[src/rtl/mem_port_arbiter_if.sv]
// mem_port_arbiter_if
//   Bundles the pipeline-side request/response signals of the instruction
//   and data ports together with the backend request/response channel.
//
//   Ports (all signals, names as seen by the arbiter):
//     i_instr_req_en / i_instr_req_addr          fetch request
//     o_instr_res_data / o_instr_res_code        fetch response
//     i_mem_req_en / _addr / _wr_data / _wr_en / _count   data request
//     o_mem_res_rd_data / o_mem_res_code         data response
//     o_bk_req_valid / i_bk_req_ready / o_bk_req_*         backend request
//     i_bk_res_valid / i_bk_res_data / i_bk_res_err        backend response
//
//   Backend request handshake: a request transfers on a rising edge where
//   o_bk_req_valid and i_bk_req_ready are both 1. While valid is 1 and ready
//   is 0 the o_bk_req_* fields are held stable. Valid never depends on ready.
//   i_bk_res_valid is a single-cycle strobe with no back-pressure.
//
//   Modports: master = the arbiter, slave = pipeline + backend environment.
interface mem_port_arbiter_if #(
    parameter int ADDR_W  = 32,
    parameter int WORD_W  = 32,
    parameter int COUNT_W = 2
);
    logic               i_instr_req_en;
    logic [ADDR_W-1:0]  i_instr_req_addr;
    logic [WORD_W-1:0]  o_instr_res_data;
    logic [1:0]         o_instr_res_code;

    logic               i_mem_req_en;
    logic [ADDR_W-1:0]  i_mem_req_addr;
    logic [WORD_W-1:0]  i_mem_req_wr_data;
    logic               i_mem_req_wr_en;
    logic [COUNT_W-1:0] i_mem_req_count;
    logic [WORD_W-1:0]  o_mem_res_rd_data;
    logic [1:0]         o_mem_res_code;

    logic               o_bk_req_valid;
    logic               i_bk_req_ready;
    logic [ADDR_W-1:0]  o_bk_req_addr;
    logic [WORD_W-1:0]  o_bk_req_wr_data;
    logic               o_bk_req_wr_en;
    logic [COUNT_W-1:0] o_bk_req_count;
    logic               i_bk_res_valid;
    logic [WORD_W-1:0]  i_bk_res_data;
    logic               i_bk_res_err;

    modport master (
        input  i_instr_req_en, i_instr_req_addr,
        input  i_mem_req_en, i_mem_req_addr, i_mem_req_wr_data,
        input  i_mem_req_wr_en, i_mem_req_count,
        input  i_bk_req_ready, i_bk_res_valid, i_bk_res_data, i_bk_res_err,
        output o_instr_res_data, o_instr_res_code,
        output o_mem_res_rd_data, o_mem_res_code,
        output o_bk_req_valid, o_bk_req_addr, o_bk_req_wr_data,
        output o_bk_req_wr_en, o_bk_req_count
    );

    modport slave (
        output i_instr_req_en, i_instr_req_addr,
        output i_mem_req_en, i_mem_req_addr, i_mem_req_wr_data,
        output i_mem_req_wr_en, i_mem_req_count,
        output i_bk_req_ready, i_bk_res_valid, i_bk_res_data, i_bk_res_err,
        input  o_instr_res_data, o_instr_res_code,
        input  o_mem_res_rd_data, o_mem_res_code,
        input  o_bk_req_valid, o_bk_req_addr, o_bk_req_wr_data,
        input  o_bk_req_wr_en, o_bk_req_count
    );
endinterface

[src/rtl/mem_port_arbiter.sv]
// mem_port_arbiter
//   Shares one single-port backing memory between the instruction-fetch
//   port and the data port. Data wins contention unless the instruction
//   port has lost STARVE_LIMIT contended grants in a row. One transaction
//   is in flight at a time; a backend that does not answer within TIMEOUT
//   cycles of ISSUE+WAIT produces an ERR response with zero data.
//
//   Ports:
//     clk, reset      clock and synchronous active-high reset
//     bus             mem_port_arbiter_if master modport (all request,
//                     response and backend signals)
//     dbg_state       current FSM state (IDLE=0, ISSUE=1, WAIT=2, RESP=3)
//     dbg_starve_cnt  current starvation counter
module mem_port_arbiter #(
    parameter int ADDR_W       = 32,
    parameter int WORD_W       = 32,
    parameter int COUNT_W      = 2,
    parameter int STARVE_LIMIT = 4,
    parameter int TIMEOUT      = 16
) (
    input  logic                               clk,
    input  logic                               reset,
    mem_port_arbiter_if.master                 bus,
    output logic [1:0]                         dbg_state,
    output logic [$clog2(STARVE_LIMIT+1)-1:0]  dbg_starve_cnt
);
    localparam int SC_W = $clog2(STARVE_LIMIT + 1);
    localparam int TO_W = $clog2(TIMEOUT + 1);

    localparam logic [1:0] S_IDLE  = 2'd0;
    localparam logic [1:0] S_ISSUE = 2'd1;
    localparam logic [1:0] S_WAIT  = 2'd2;
    localparam logic [1:0] S_RESP  = 2'd3;

    localparam logic [1:0] G_NONE  = 2'd0;
    localparam logic [1:0] G_INSTR = 2'd1;
    localparam logic [1:0] G_DATA  = 2'd2;

    localparam logic [1:0] RES_NONE = 2'd0;
    localparam logic [1:0] RES_BUSY = 2'd1;
    localparam logic [1:0] RES_OK   = 2'd2;
    localparam logic [1:0] RES_ERR  = 2'd3;

    logic [1:0]         state;
    logic [1:0]         grant;
    logic [SC_W-1:0]    starve_cnt;
    logic [TO_W-1:0]    timeout_cnt;
    logic               resp_err;
    logic [ADDR_W-1:0]  req_addr;
    logic [WORD_W-1:0]  req_wr_data;
    logic               req_wr_en;
    logic [COUNT_W-1:0] req_count;
    logic [WORD_W-1:0]  instr_data;
    logic [WORD_W-1:0]  mem_data;

    logic pick_instr;
    logic pick_data;
    logic in_flight;
    logic deadline;
    logic complete;

    always_comb begin
        // Instruction port only wins contention once it has been starved.
        pick_instr = bus.i_instr_req_en &&
                     (!bus.i_mem_req_en || starve_cnt == SC_W'(STARVE_LIMIT));
        pick_data  = bus.i_mem_req_en && !pick_instr;
        in_flight  = (state == S_ISSUE) || (state == S_WAIT);
        deadline   = timeout_cnt == TO_W'(TIMEOUT - 1);
        // A response counts in ISSUE only if it lands with the acceptance.
        complete   = bus.i_bk_res_valid &&
                     ((state == S_WAIT) || (state == S_ISSUE && bus.i_bk_req_ready));
    end

    always_ff @(posedge clk) begin
        if (reset) begin
            state       <= S_IDLE;
            grant       <= G_NONE;
            starve_cnt  <= '0;
            timeout_cnt <= '0;
            resp_err    <= 1'b0;
            req_addr    <= '0;
            req_wr_data <= '0;
            req_wr_en   <= 1'b0;
            req_count   <= '0;
            instr_data  <= '0;
            mem_data    <= '0;
        end else begin
            case (state)
                S_IDLE: begin
                    if (pick_instr) begin
                        grant       <= G_INSTR;
                        req_addr    <= bus.i_instr_req_addr;
                        req_wr_data <= '0;
                        req_wr_en   <= 1'b0;
                        req_count   <= COUNT_W'(2);
                        starve_cnt  <= '0;
                        timeout_cnt <= '0;
                        state       <= S_ISSUE;
                    end else if (pick_data) begin
                        grant       <= G_DATA;
                        req_addr    <= bus.i_mem_req_addr;
                        req_wr_data <= bus.i_mem_req_wr_data;
                        req_wr_en   <= bus.i_mem_req_wr_en;
                        req_count   <= bus.i_mem_req_count;
                        if (bus.i_instr_req_en && starve_cnt != SC_W'(STARVE_LIMIT))
                            starve_cnt <= starve_cnt + SC_W'(1);
                        timeout_cnt <= '0;
                        state       <= S_ISSUE;
                    end
                end
                S_ISSUE, S_WAIT: begin
                    timeout_cnt <= timeout_cnt + TO_W'(1);
                    if (complete) begin
                        resp_err <= bus.i_bk_res_err;
                        if (grant == G_INSTR) instr_data <= bus.i_bk_res_data;
                        else                  mem_data   <= bus.i_bk_res_data;
                        state <= S_RESP;
                    end else if (deadline) begin
                        resp_err <= 1'b1;
                        if (grant == G_INSTR) instr_data <= '0;
                        else                  mem_data   <= '0;
                        state <= S_RESP;
                    end else if (state == S_ISSUE && bus.i_bk_req_ready) begin
                        state <= S_WAIT;
                    end
                end
                default: begin
                    grant <= G_NONE;
                    state <= S_IDLE;
                end
            endcase
        end
    end

    logic [1:0] instr_code;
    logic [1:0] mem_code;

    always_comb begin
        instr_code = bus.i_instr_req_en ? RES_BUSY : RES_NONE;
        mem_code   = bus.i_mem_req_en   ? RES_BUSY : RES_NONE;
        if (grant == G_INSTR) begin
            if (in_flight)            instr_code = RES_BUSY;
            else if (state == S_RESP) instr_code = resp_err ? RES_ERR : RES_OK;
        end
        if (grant == G_DATA) begin
            if (in_flight)            mem_code = RES_BUSY;
            else if (state == S_RESP) mem_code = resp_err ? RES_ERR : RES_OK;
        end
    end

    assign bus.o_instr_res_data  = instr_data;
    assign bus.o_instr_res_code  = instr_code;
    assign bus.o_mem_res_rd_data = mem_data;
    assign bus.o_mem_res_code    = mem_code;
    assign bus.o_bk_req_valid    = (state == S_ISSUE);
    assign bus.o_bk_req_addr     = req_addr;
    assign bus.o_bk_req_wr_data  = req_wr_data;
    assign bus.o_bk_req_wr_en    = req_wr_en;
    assign bus.o_bk_req_count    = req_count;
    assign dbg_state             = state;
    assign dbg_starve_cnt        = starve_cnt;
endmodule
[src/flat_wrapper.sv]
// flat-port wrapper written by rule: the top's interface ports become plain ports
module mem_port_arbiter_flat 
#(
    parameter int ADDR_W       = 32,
    parameter int WORD_W       = 32,
    parameter int COUNT_W      = 2,
    parameter int STARVE_LIMIT = 4,
    parameter int TIMEOUT      = 16
)
  (clk, reset, dbg_state, dbg_starve_cnt, bus_i_instr_req_en, bus_i_instr_req_addr, bus_i_mem_req_en, bus_i_mem_req_addr, bus_i_mem_req_wr_data, bus_i_mem_req_wr_en, bus_i_mem_req_count, bus_i_bk_req_ready, bus_i_bk_res_valid, bus_i_bk_res_data, bus_i_bk_res_err, bus_o_instr_res_data, bus_o_instr_res_code, bus_o_mem_res_rd_data, bus_o_mem_res_code, bus_o_bk_req_valid, bus_o_bk_req_addr, bus_o_bk_req_wr_data, bus_o_bk_req_wr_en, bus_o_bk_req_count);
  mem_port_arbiter_if #(.ADDR_W(ADDR_W), .WORD_W(WORD_W), .COUNT_W(COUNT_W)) bus_i ();
  input  logic clk;
  input  logic reset;
  output logic [1:0] dbg_state;
  output logic [$clog2(STARVE_LIMIT+1)-1:0] dbg_starve_cnt;
  input wire logic [$bits(bus_i.i_instr_req_en)-1:0] bus_i_instr_req_en;
  input wire logic [$bits(bus_i.i_instr_req_addr)-1:0] bus_i_instr_req_addr;
  input wire logic [$bits(bus_i.i_mem_req_en)-1:0] bus_i_mem_req_en;
  input wire logic [$bits(bus_i.i_mem_req_addr)-1:0] bus_i_mem_req_addr;
  input wire logic [$bits(bus_i.i_mem_req_wr_data)-1:0] bus_i_mem_req_wr_data;
  input wire logic [$bits(bus_i.i_mem_req_wr_en)-1:0] bus_i_mem_req_wr_en;
  input wire logic [$bits(bus_i.i_mem_req_count)-1:0] bus_i_mem_req_count;
  input wire logic [$bits(bus_i.i_bk_req_ready)-1:0] bus_i_bk_req_ready;
  input wire logic [$bits(bus_i.i_bk_res_valid)-1:0] bus_i_bk_res_valid;
  input wire logic [$bits(bus_i.i_bk_res_data)-1:0] bus_i_bk_res_data;
  input wire logic [$bits(bus_i.i_bk_res_err)-1:0] bus_i_bk_res_err;
  output wire logic [$bits(bus_i.o_instr_res_data)-1:0] bus_o_instr_res_data;
  output wire logic [$bits(bus_i.o_instr_res_code)-1:0] bus_o_instr_res_code;
  output wire logic [$bits(bus_i.o_mem_res_rd_data)-1:0] bus_o_mem_res_rd_data;
  output wire logic [$bits(bus_i.o_mem_res_code)-1:0] bus_o_mem_res_code;
  output wire logic [$bits(bus_i.o_bk_req_valid)-1:0] bus_o_bk_req_valid;
  output wire logic [$bits(bus_i.o_bk_req_addr)-1:0] bus_o_bk_req_addr;
  output wire logic [$bits(bus_i.o_bk_req_wr_data)-1:0] bus_o_bk_req_wr_data;
  output wire logic [$bits(bus_i.o_bk_req_wr_en)-1:0] bus_o_bk_req_wr_en;
  output wire logic [$bits(bus_i.o_bk_req_count)-1:0] bus_o_bk_req_count;
  assign bus_i.i_instr_req_en = bus_i_instr_req_en;
  assign bus_i.i_instr_req_addr = bus_i_instr_req_addr;
  assign bus_i.i_mem_req_en = bus_i_mem_req_en;
  assign bus_i.i_mem_req_addr = bus_i_mem_req_addr;
  assign bus_i.i_mem_req_wr_data = bus_i_mem_req_wr_data;
  assign bus_i.i_mem_req_wr_en = bus_i_mem_req_wr_en;
  assign bus_i.i_mem_req_count = bus_i_mem_req_count;
  assign bus_i.i_bk_req_ready = bus_i_bk_req_ready;
  assign bus_i.i_bk_res_valid = bus_i_bk_res_valid;
  assign bus_i.i_bk_res_data = bus_i_bk_res_data;
  assign bus_i.i_bk_res_err = bus_i_bk_res_err;
  assign bus_o_instr_res_data = bus_i.o_instr_res_data;
  assign bus_o_instr_res_code = bus_i.o_instr_res_code;
  assign bus_o_mem_res_rd_data = bus_i.o_mem_res_rd_data;
  assign bus_o_mem_res_code = bus_i.o_mem_res_code;
  assign bus_o_bk_req_valid = bus_i.o_bk_req_valid;
  assign bus_o_bk_req_addr = bus_i.o_bk_req_addr;
  assign bus_o_bk_req_wr_data = bus_i.o_bk_req_wr_data;
  assign bus_o_bk_req_wr_en = bus_i.o_bk_req_wr_en;
  assign bus_o_bk_req_count = bus_i.o_bk_req_count;
  mem_port_arbiter #(.ADDR_W(ADDR_W), .WORD_W(WORD_W), .COUNT_W(COUNT_W), .STARVE_LIMIT(STARVE_LIMIT), .TIMEOUT(TIMEOUT)) u_core (.clk(clk), .reset(reset), .bus(bus_i), .dbg_state(dbg_state), .dbg_starve_cnt(dbg_starve_cnt));
endmodule
[config.mk]
export PLATFORM = sky130hd
export DESIGN_NAME = mem_port_arbiter_flat
export DESIGN_NICKNAME = d
export VERILOG_FILES = /design/src/rtl/mem_port_arbiter_if.sv /design/src/rtl/mem_port_arbiter.sv /design/src/flat_wrapper.sv
export SDC_FILE = /design/constraint.sdc
export NUM_CORES = 1
export LEC_CHECK = 0
export CAP_MARGIN = 20
export CELL_PAD_IN_SITES_DETAIL_PLACEMENT = 0
export CELL_PAD_IN_SITES_GLOBAL_PLACEMENT = 2
export CORE_ASPECT_RATIO = 0.6
export CORE_UTILIZATION = 20
export DETAILED_ROUTE_END_ITERATION = 16
export PLACE_DENSITY = 0.8
export REMOVE_ABC_BUFFERS = 1
export SLEW_MARGIN = 20
export SYNTH_ARGS = -nofsm -noshare
export SYNTH_HDL_FRONTEND = slang
export SYNTH_SLANG_ARGS = --single-unit
[constraint.sdc]
create_clock -name clk -period 2 [get_ports clk]
set_input_delay 0.2 -clock clk [delete_from_list [all_inputs] [get_ports clk]]
set_output_delay 0.2 -clock clk [all_outputs]
set_load 0.01 [all_outputs]
# Yosys cells after proc, flatten, opt, wreduce, memory -nomap -nowiden
# Index checks and enable logic that the tools add are counted.
# Widths: inputs -> output; s select.
dict set report word_totals {
  register_bits 144
  mem_bits_ro 0
  mem_bits_rw 0
  n_memories 0
  latchBits 0
}
dict set report classes {
  order_cmp 0
  n_div 0
  add_sub_neg 2
  n_mux 42
  shift 0
  n_reduce_logical 24
  n_bitwise 1
  eq_ne 14
  mul 0
}
# cell count
set op_table {}
lappend op_table {{$mux 32} 12}
lappend op_table {{$mux 2} 15}
lappend op_table {{$mux 5} 2}
lappend op_table {{$pmux 5 s2} 1}
lappend op_table {{$reduce_and 2->1} 5}
lappend op_table {{$mux 3} 3}
lappend op_table {{$ne 2x2->1 const B} 4}
lappend op_table {{$pmux 2 s2} 2}
lappend op_table {{$reduce_and 4->1} 2}
lappend op_table {{$reduce_bool 2->1} 4}
lappend op_table {{$mux 1} 7}
lappend op_table {{$eq 2x2->1 const B} 3}
lappend op_table {{$add 5x1->5 const B} 1}
lappend op_table {{$eq 5x4->1 const B} 1}
lappend op_table {{$logic_and 1x1->1} 5}
lappend op_table {{$eq 2x1->1 const B} 2}
lappend op_table {{$ne 4x1->1 const B} 1}
lappend op_table {{$add 3x1->3 const B} 1}
lappend op_table {{$eq 3x3->1 const B} 1}
lappend op_table {{$logic_or 1x1->1} 3}
lappend op_table {{$ne 3x1->1 const B} 1}
lappend op_table {{$ne 3x3->1 const B} 1}
lappend op_table {{$reduce_and 3->1} 1}
lappend op_table {{$logic_not 1->1} 2}
lappend op_table {{other kinds (3)} 3}

# Longest topological paths before layout
# Gate-level depths: netlist of the first run.
dict set report logic_depth {
  word_depth 8
  mapped_depth 9
}

# Worst setup path after synthesis of the first run
# No wires, ideal clock.
dict set report synth_timing {
  kind {flip-flop to flip-flop}
  startpoint {register u_core.timeout_cnt[0]}
  endpoint {register u_core.instr_data[10] (netlist: u_core.bus.o_instr_res_data[10])}
  n_path_buf 2
  stages_incl_launch_ff 10
  arrival_time_ns 1.698
  setup_slack_ns 0.164
  cell_sequence {dfxtp_1 -> ha_1 -> and3_1 -> ha_1 -> nor2_1 -> a211oi_1 -> and2_1 -> buf_2 -> buf_2 -> o32ai_1}
}
dict set report synth_via {
  elab_chain_len 3
}
# item line
set synth_rtl {}
lappend synth_rtl {{from (decl)} mem_port_arbiter.sv:47} ;# logic [TO_W-1:0] timeout_cnt;
lappend synth_rtl {{from (signal assigned)} mem_port_arbiter.sv:112} ;# timeout_cnt <= timeout_cnt + TO_W'(1);
lappend synth_rtl {{$eq 5x4->1 (*)} mem_port_arbiter.sv:68} ;# deadline = timeout_cnt == TO_W'(TIMEOUT - 1);
lappend synth_rtl {{$ne 2x2->1 (no source line) / $reduce_bool 2->1 (equally long branches)} n/a}
lappend synth_rtl {{$reduce_and 4->1 (no source line) (*)} n/a}
lappend synth_rtl {{to (signal assigned)} mem_port_arbiter.sv:115} ;# if (grant == G_INSTR) instr_data <= bus.i_bk_res_data;
lappend synth_rtl {{to (decl)} mem_port_arbiter.sv:53} ;# logic [WORD_W-1:0] instr_data;
# Every way passes the cells marked *; elsewhere a longest branch is shown, timed or not.
# A chain may end at the register's enable or synchronous reset.

# Final worst setup path of the first run
dict set report layout_timing {
  startpoint {register u_core.state[0] (netlist: u_core.dbg_state[0])}
  endpoint {output bus_o_mem_res_code[1]}
}
dict set report layout_via {
  elab_chain_len 4
}
# item line
set layout_rtl {}
lappend layout_rtl {{from (decl)} mem_port_arbiter.sv:44} ;# logic [1:0] state;
lappend layout_rtl {{from (signal assigned)} mem_port_arbiter.sv:76} ;# state <= S_IDLE;
lappend layout_rtl {{from (signal assigned)} mem_port_arbiter.sv:98} ;# state <= S_ISSUE;
lappend layout_rtl {{from (signal assigned)} mem_port_arbiter.sv:108} ;# state <= S_ISSUE;
lappend layout_rtl {{$eq 2x2->1 (tied with other cells)} mem_port_arbiter.sv:147} ;# else if (state == S_RESP) mem_code = resp_err ? RES_ERR : RES_OK;
lappend layout_rtl {{$mux 2 / $logic_or 1x1->1 (equally long branches)} {mem_port_arbiter.sv:147, mem_port_arbiter.sv:67}}
lappend layout_rtl {{$mux 2 (*)} mem_port_arbiter.sv:146} ;# if (in_flight) mem_code = RES_BUSY;
lappend layout_rtl {{$mux 2 (*)} mem_port_arbiter.sv:145} ;# if (grant == G_DATA) begin
lappend layout_rtl {{to (decl)} flat_wrapper.sv:30} ;# output wire logic [$bits(bus_i.o_mem_res_code)-1:0] bus_o_mem_res_code;
# Marks and branches as above.

==> results of run 1 <==
cell usage in the layout, fill, tap and decap left out, types with 3 or more instances in the layout:
cell type        count
a31oi_1             34
nand2_1            138
nand3_2              9
o32ai_1             63
clkinv_2             3
dfxtp_1            142
clkbuf_16           20
o21ai_0             38
and2_1               3
nand3_1             31
clkinvlp_4           3
ha_1                 6
nand4_1              3
buf_4               16
inv_1               70
nor2_1              11
clkdlybuf4s50_1    274
a21oi_1             50
buf_12              11
kinds of logic after synthesis:
kind of cell / Yosys count
DFF: 144
adders and majority gates: 9
and+or+nand+nor: 213
muxes: 2
buffers and inverters: 132
AOI/OAI and AO/OA: 193
final cells by class:
cell class	instances	area share
Clock buffer	20	0.04643
Clock inverter	12	0.01348
Sequential cell	144	0.2933
Multi-Input combinational cell	417	0.2481
Tap cell	367	0.04669
Timing Repair Buffer	308	0.3245
Inverter	72	0.02748
sequential cells by signal (all words and copies together) (netlist names):
signal	flops
u_core.bus.o_bk_req_addr	32
u_core.bus.o_bk_req_wr_data	32
u_core.bus.o_instr_res_data	32
u_core.bus.o_mem_res_rd_data	32
u_core.timeout_cnt	5
u_core.dbg_starve_cnt	3
u_core.bus.o_bk_req_count	2
u_core.dbg_state	2
u_core.grant	2
u_core.bus.o_bk_req_wr_en	1
u_core.resp_err	1
path summary, 6_finish.rpt:
path,startpoint,to,depth (start not counted)
setup / recovery,u_core.dbg_state[0]$_SDFFE_PP0P_,bus_o_mem_res_code[1],3
hold / removal,reset,u_core.bus.o_mem_res_rd_data[13]$_SDFFE_PP0P_,4
setup reg to reg,u_core.timeout_cnt[1]$_SDFFE_PP0P_,u_core.bus.o_instr_res_data[24]$_SDFFE_PP0P_,8
hold reg to reg,u_core.bus.o_bk_req_wr_data[30]$_SDFFE_PP0P_,u_core.bus.o_bk_req_wr_data[30]$_SDFFE_PP0P_,2
routing by layer:
| metal | global-route usage | vias to the layer above | wire length, um |
|---|---|---|---|
| li1 | - | 2948 | - |
| met1 | 0.1863 | 2664 | 10500 |
| met2 | 0.1930 | 214 | 8637 |
| met3 | 0.07295 | 16 | 2261 |
| met4 | 0.04167 | 0 | 214 |
| met5 | 0 | - | 0 |
metrics by stage:
| stage | setup TNS [ns] | setup slack (ns) | utilization |
|---|---|---|---|
| finish | 0 | 0.1272 | 0.3506 |
| detailed placement | 0 | 0.01715 | 0.3244 |
| global route | -0.01283 | -0.006120 | 0.3506 |
| floorplan | -71.60 | -0.8423 | - |
| CTS | -0.0005733 | -0.0005733 | 0.3455 |
| global placement | 0 | 0.08231 | 0.3244 |
synth_stat cells, drive strengths merged:
cell and n:
and3 1, mux2i 2, nand3b 1, nand4 3, a21oi 50, a211oi 1
nor3 2, or4 1, o221a 1, o21a 1, or3 2, nand3 40
or2 2, dfxtp 144, nand2b 1, nor3b 1, nand2 139, a31oi 34
and2 5, buf 27, o21ai 39, a21bo 1, o32ai 64, ha 9
nor2b 3, a211o 1, nor2 11, clkbuf 33, a21o 1, nand4b 1
inv 72
worst register-to-register path, delay by kind of cell, from the launching register on:
kind	cells	cell delay, ns
AOI/OAI and AO/OA	2	0.34
and+or+nand+nor	3	0.52
adders and majority gates	2	0.34
DFF	1	0.35
buffers and inverters	1	0.19
report_power, final:
group | switching, mW | total (mW) | internal (mW)
Clock | 1.32 | 3.22 | 1.91
Sequential | 0.275 | 3.63 | 3.36
Combinational | 1.89 | 3.71 | 1.82
timing repair:
action	CTS	global route
pin swaps	0	3
endpoints found under the setup margin	4	68
buffers inserted	0	2
resized for setup	5	17
gates cloned	0	4
==> flow_metrics.py, run 1 <==
metrics = {
    "clock_tree": {
        "clkTransAtPathRegs_ns": 0.07,
        "cts.sinks": 144,
        "clk_latency_ns": 0.43,
        "max-clock-path-buffers": 2,
        "cts-root-buf": "clkbuf_16",
        "h-tree-depth": 4,
        "cts_made_buffers": 17,
        "holdBufCountCts": 0,
        "cts_tree": "yes",
    },
    "critical_path": {
        "path_buf_inv": 1,
        "path_delay_family": "buffers and inverters",
        "rrSetupSlack_ns": 0.13,
        "path_cells": "ha_4 > and2_1 > clkdlybuf4s50_1",
        "max_stage_delay_ns": 0.54,
        "cp.required_ns": 1.80,
        "cp_data_arrival_time_ns": 1.67,
        "start_kind": "flop",
        "timing_worst_setup_path_type": "flop to output pin",
        "cp_max_fo": 6,
        "crit_slowest_cell": "clkdlybuf4s50_1",
        "end_kind": "output pin",
    },
    "global_routing": {
        "grt_usage": 0.1400,
        "grt.overflow.total": 0,
        "grt_pass1_wl_um": 32190,
        "grt_pass1_vias": 5696,
        "grt_max_degree": 111,
        "antenna_found_initial": 0,
    },
    "logic_synthesis": {
        "yosys_warnings": 0,
        "yosys.cell_types.count": 38,
        "synth.area.mux_share": 0.003442,
        "syn-cell-area_sq_um": 5816,
        "synth-simple-area-share": 0.1665,
        "yosys_register_bits": 144,
        "synth_top_family_by_area": "compound AO/OA/AOI/OAI gates",
        "yosys.area_share.xor_xnor": 0,
        "syn_inst": 693,
        "yosysSeqAreaShare": 0.4957,
        "synth_top_area_share": 0.4957,
        "syn-mean-instance-area_sq_um": 8.392,
        "synth_compound_area_frac": 0.2203,
        "yosys.area_share.adder": 0.01936,
        "synth_top_cell_by_area": "dfxtp_1",
        "synth.area.top_cells": "dfxtp_1, o32ai_1, nand2_1, inv_1, a21oi_1",
    },
    "place": {
        "io_buffers": 278,
        "dpl.hpwl_um": 14340,
        "gp_congestion": 0.7353,
        "dp_cells": 1302,
        "dpl_cell_area_sq_um": 9100,
    },
    "power": {
        "power_mw": 10.57,
        "leakagePower_nw": 3.485,
        "vdd_drop_max_uv": 486.3,
        "power_density_nw_per_um2": 1075,
    },
    "cells_and_area": {
        "fin_area_sq_um": 9836,
        "regArea_sq_um": 2885,
        "drive_gt1_frac": 0.09558,
        "antenna_cells": 0,
        "multi_input_area_sq_um": 2440,
        "fill_cells": 2935,
        "finalNetCount": 1107,
        "instances_no_fill": 1340,
        "area_growth_pct": 69.13,
    },
    "sta": {
        "holdWs_ns": 0.2213,
        "clock_skew_ns": 0.01295,
        "fmax_mhz": 534.0,
        "worst_slew_margin_rel": 0.6334,
        "post-route-min-period_ns": 1.873,
        "setup_viol": 0,
        "period_share": 0.9364,
        "finalHoldViolCount": 0,
        "worst_pin_slew_ns": 0.5500,
        "slew_violations": 0,
    },
    "floorplanning": {
        "die_w_um": 222.1,
        "fp-row-count": 47,
        "die_area_sq_um": 29790,
        "initial_core_util": 0.2073,
        "coreArea_sq_um": 28050,
        "io_pins": 279,
        "die_h_um": 134.1,
    },
    "outcome": {
        "status": "finished, final reports clean",
    },
    "detailed_routing": {
        "num_vias": 5842,
        "via_per_inst": 4.360,
        "drt_iter0_drc": 316,
        "routed_wl_um": 21620,
        "drc": 0,
        "wl_per_cell_um": 16.13,
        "ant_nets": 0,
        "first_pass_iters": 4,
    },
    "job": {
        "maxCapViolCount": 0,
    },
    "min_path": {
        "hp-class": "input port to flop",
    },
}
(Power assumes the default switching activity.)
==> inputs of run 2 (changes only) <==
Settings changed: CELL_PAD_IN_SITES_DETAIL_PLACEMENT 0 to 1, CELL_PAD_IN_SITES_GLOBAL_PLACEMENT 2 to 1, CORE_UTILIZATION 20 to 26, PLACE_DENSITY 0.8 to 0.81, SETUP_SLACK_MARGIN set to 0.15.
==> flow_metrics.py, run 2 (synthesized netlist as in run 1, its figures left out) <==
metrics = {
    "detailed_routing": {
        "drc": 0,
        "via_per_inst": 4.893,
        "num_vias": 6126,
        "wl_per_cell_um": 18.40,
        "drt_iter0_drc": 259,
        "routed_wl_um": 23030,
        "ant_nets": 0,
        "first_pass_iters": 6,
    },
    "global_routing": {
        "grt_max_degree": 111,
        "grt_usage": 0.1970,
        "grt_pass1_vias": 6232,
        "grt_pass1_wl_um": 35210,
        "grt.overflow.total": 0,
        "antenna_found_initial": 1,
    },
    "sta": {
        "finalHoldViolCount": 0,
        "slew_violations": 0,
        "fmax_mhz": 527.8,
        "setup_viol": 0,
        "clock_skew_ns": 0.009152,
        "post-route-min-period_ns": 1.895,
        "worst_pin_slew_ns": 0.5594,
        "period_share": 0.9474,
        "worst_slew_margin_rel": 0.6271,
        "holdWs_ns": 0.3026,
        "rsz0062_at_grt": "true",
    },
    "clock_tree": {
        "cts_made_buffers": 17,
        "cts.sinks": 144,
        "cts-root-buf": "clkbuf_16",
        "clkTransAtPathRegs_ns": 0.06,
        "h-tree-depth": 4,
        "max-clock-path-buffers": 2,
        "cts_tree": "yes",
        "clk_latency_ns": 0.43,
    },
    "place": {
        "gp_congestion": 0.8198,
        "dpl.hpwl_um": 15490,
        "dpl_cell_area_sq_um": 9005,
        "io_buffers": 278,
        "dp_cells": 1211,
    },
    "critical_path": {
        "cp_max_fo": 8,
        "cp.required_ns": 2.30,
        "cp_data_arrival_time_ns": 2.19,
        "start_kind": "flop",
        "reg2regPathDepth": 9,
        "end_kind": "flop",
        "timing_worst_setup_path_type": "flop to flop",
        "rrSetupSlack_ns": 0.11,
    },
    "outcome": {
        "status": "finished, final reports clean",
    },
    "floorplanning": {
        "initial_core_util": 0.2712,
        "die_area_sq_um": 22990,
        "fp-row-count": 41,
        "coreArea_sq_um": 21440,
        "die_w_um": 195.1,
        "io_pins": 279,
        "die_h_um": 117.8,
    },
    "min_path": {
        "hp-class": "input port to flop",
        "whs_path_depth": 3,
    },
    "power": {
        "power_density_nw_per_um2": 1103,
        "leakagePower_nw": 3.539,
        "vdd_drop_max_uv": 667.1,
    },
    "cells_and_area": {
        "finish.utilization": 0.4639,
        "instances_no_fill": 1252,
        "finalNetCount": 1107,
        "antenna_cells": 0,
        "area_growth_pct": 71.04,
        "final_common_cell": "clkdlybuf4s50_1",
        "layout_common_cells": "clkdlybuf4s50_1, dfxtp_1, nand2_1",
        "fin_area_sq_um": 9947,
        "drive_gt1_frac": 0.1110,
    },
    "job": {
        "maxCapViolCount": 0,
    },
}
==> run 2: cell count changes in the layout (fill, tap and decap cells not counted), sizes merged <==
| cell | change |
|---|---|
| inv | -1 |
| bufinv | +1 |
| dlymetal6s2s | -1 |
| buf | +3 |
| dlygate4sd2 | +3 |
| clkinv | -1 |
| clkdlybuf4s50 | -2 |
| clkinvlp | -2 |
==> run 2: final timing paths <==
| kind | start | end |
|---|---|---|
| setup / recovery | u_core.timeout_cnt[1]$_SDFFE_PP0P_ | u_core.bus.o_mem_res_rd_data[6]$_SDFFE_PP0P_ |
| hold / removal | reset | u_core.resp_err$_SDFFE_PP0P_ |
| setup reg to reg | u_core.timeout_cnt[1]$_SDFFE_PP0P_ | u_core.bus.o_mem_res_rd_data[6]$_SDFFE_PP0P_ |
| hold reg to reg | u_core.bus.o_bk_req_wr_data[22]$_SDFFE_PP0P_ | u_core.bus.o_bk_req_wr_data[22]$_SDFFE_PP0P_ |
==> run 2: cell type report <==
cell class                 count  area, sq um
tap                          279        349.1
fill                        2445        11500
sequential                   144         2897
clock inverter                 9        130.1
timing repair buffer         308         3258
clock buffer                  23        478.0
multi-input combinational    417         2565
inverter                      72        270.3
==> run 2: worst max-delay path: stages (launching register included) <==
cell and delay (ns):
dfxtp_4 0.35, ha_4 0.13, and3_4 0.19, ha_4 0.16
nor2_4 0.05, a211oi_4 0.27, and2_4 0.25, buf_12 0.12
clkbuf_16 0.15, o32ai_2 0.09
==> run 2: routing by layer <==
layer / track usage / share of wire / up-vias
li1: - / - / 2937
met1: 0.2463 / 0.44 / 2944
met2: 0.3147 / 0.47 / 219
met3: 0.07307 / 0.081 / 26
met4: 0.05856 / 0.015 / 0
met5: 0 / 0 / -
==> run 2: power breakdown <==
part           internal, mW  switching [mW]  leakage, nW  total (mW)
combinational          1.96            2.02         2.06        3.98
sequential             3.37           0.302         1.18        3.68
clock                  2.06            1.25        0.298        3.31
==> run 2: what timing repair did <==
action	in CTS	in global routing
endpoints found under the hold margin	0	0
resized for setup	37	18
endpoints found under the setup margin	69	67
setup buffers	3	2
pin swaps	3	10
gates cloned	2	2
hold buffers	0	0
==> run 2: per-stage QoR <==
step                      power [mW]  setup TNS, ns  worst slack [ns]
final                          10.97              0            0.1052
after global routing           11.54              0           0.02728
after CTS                      10.97              0            0.1070
after detailed placement       7.447        -0.1439          -0.01778
after global placement         7.368              0           0.07914
after floorplan                5.237         -71.60           -0.8423
==> inputs of run 3 (changes only) <==
Settings changed: CAP_MARGIN 20 to not set.
==> results of run 3 <==
Same layout as run 2: the final DEF is identical, and so are final timing and power.
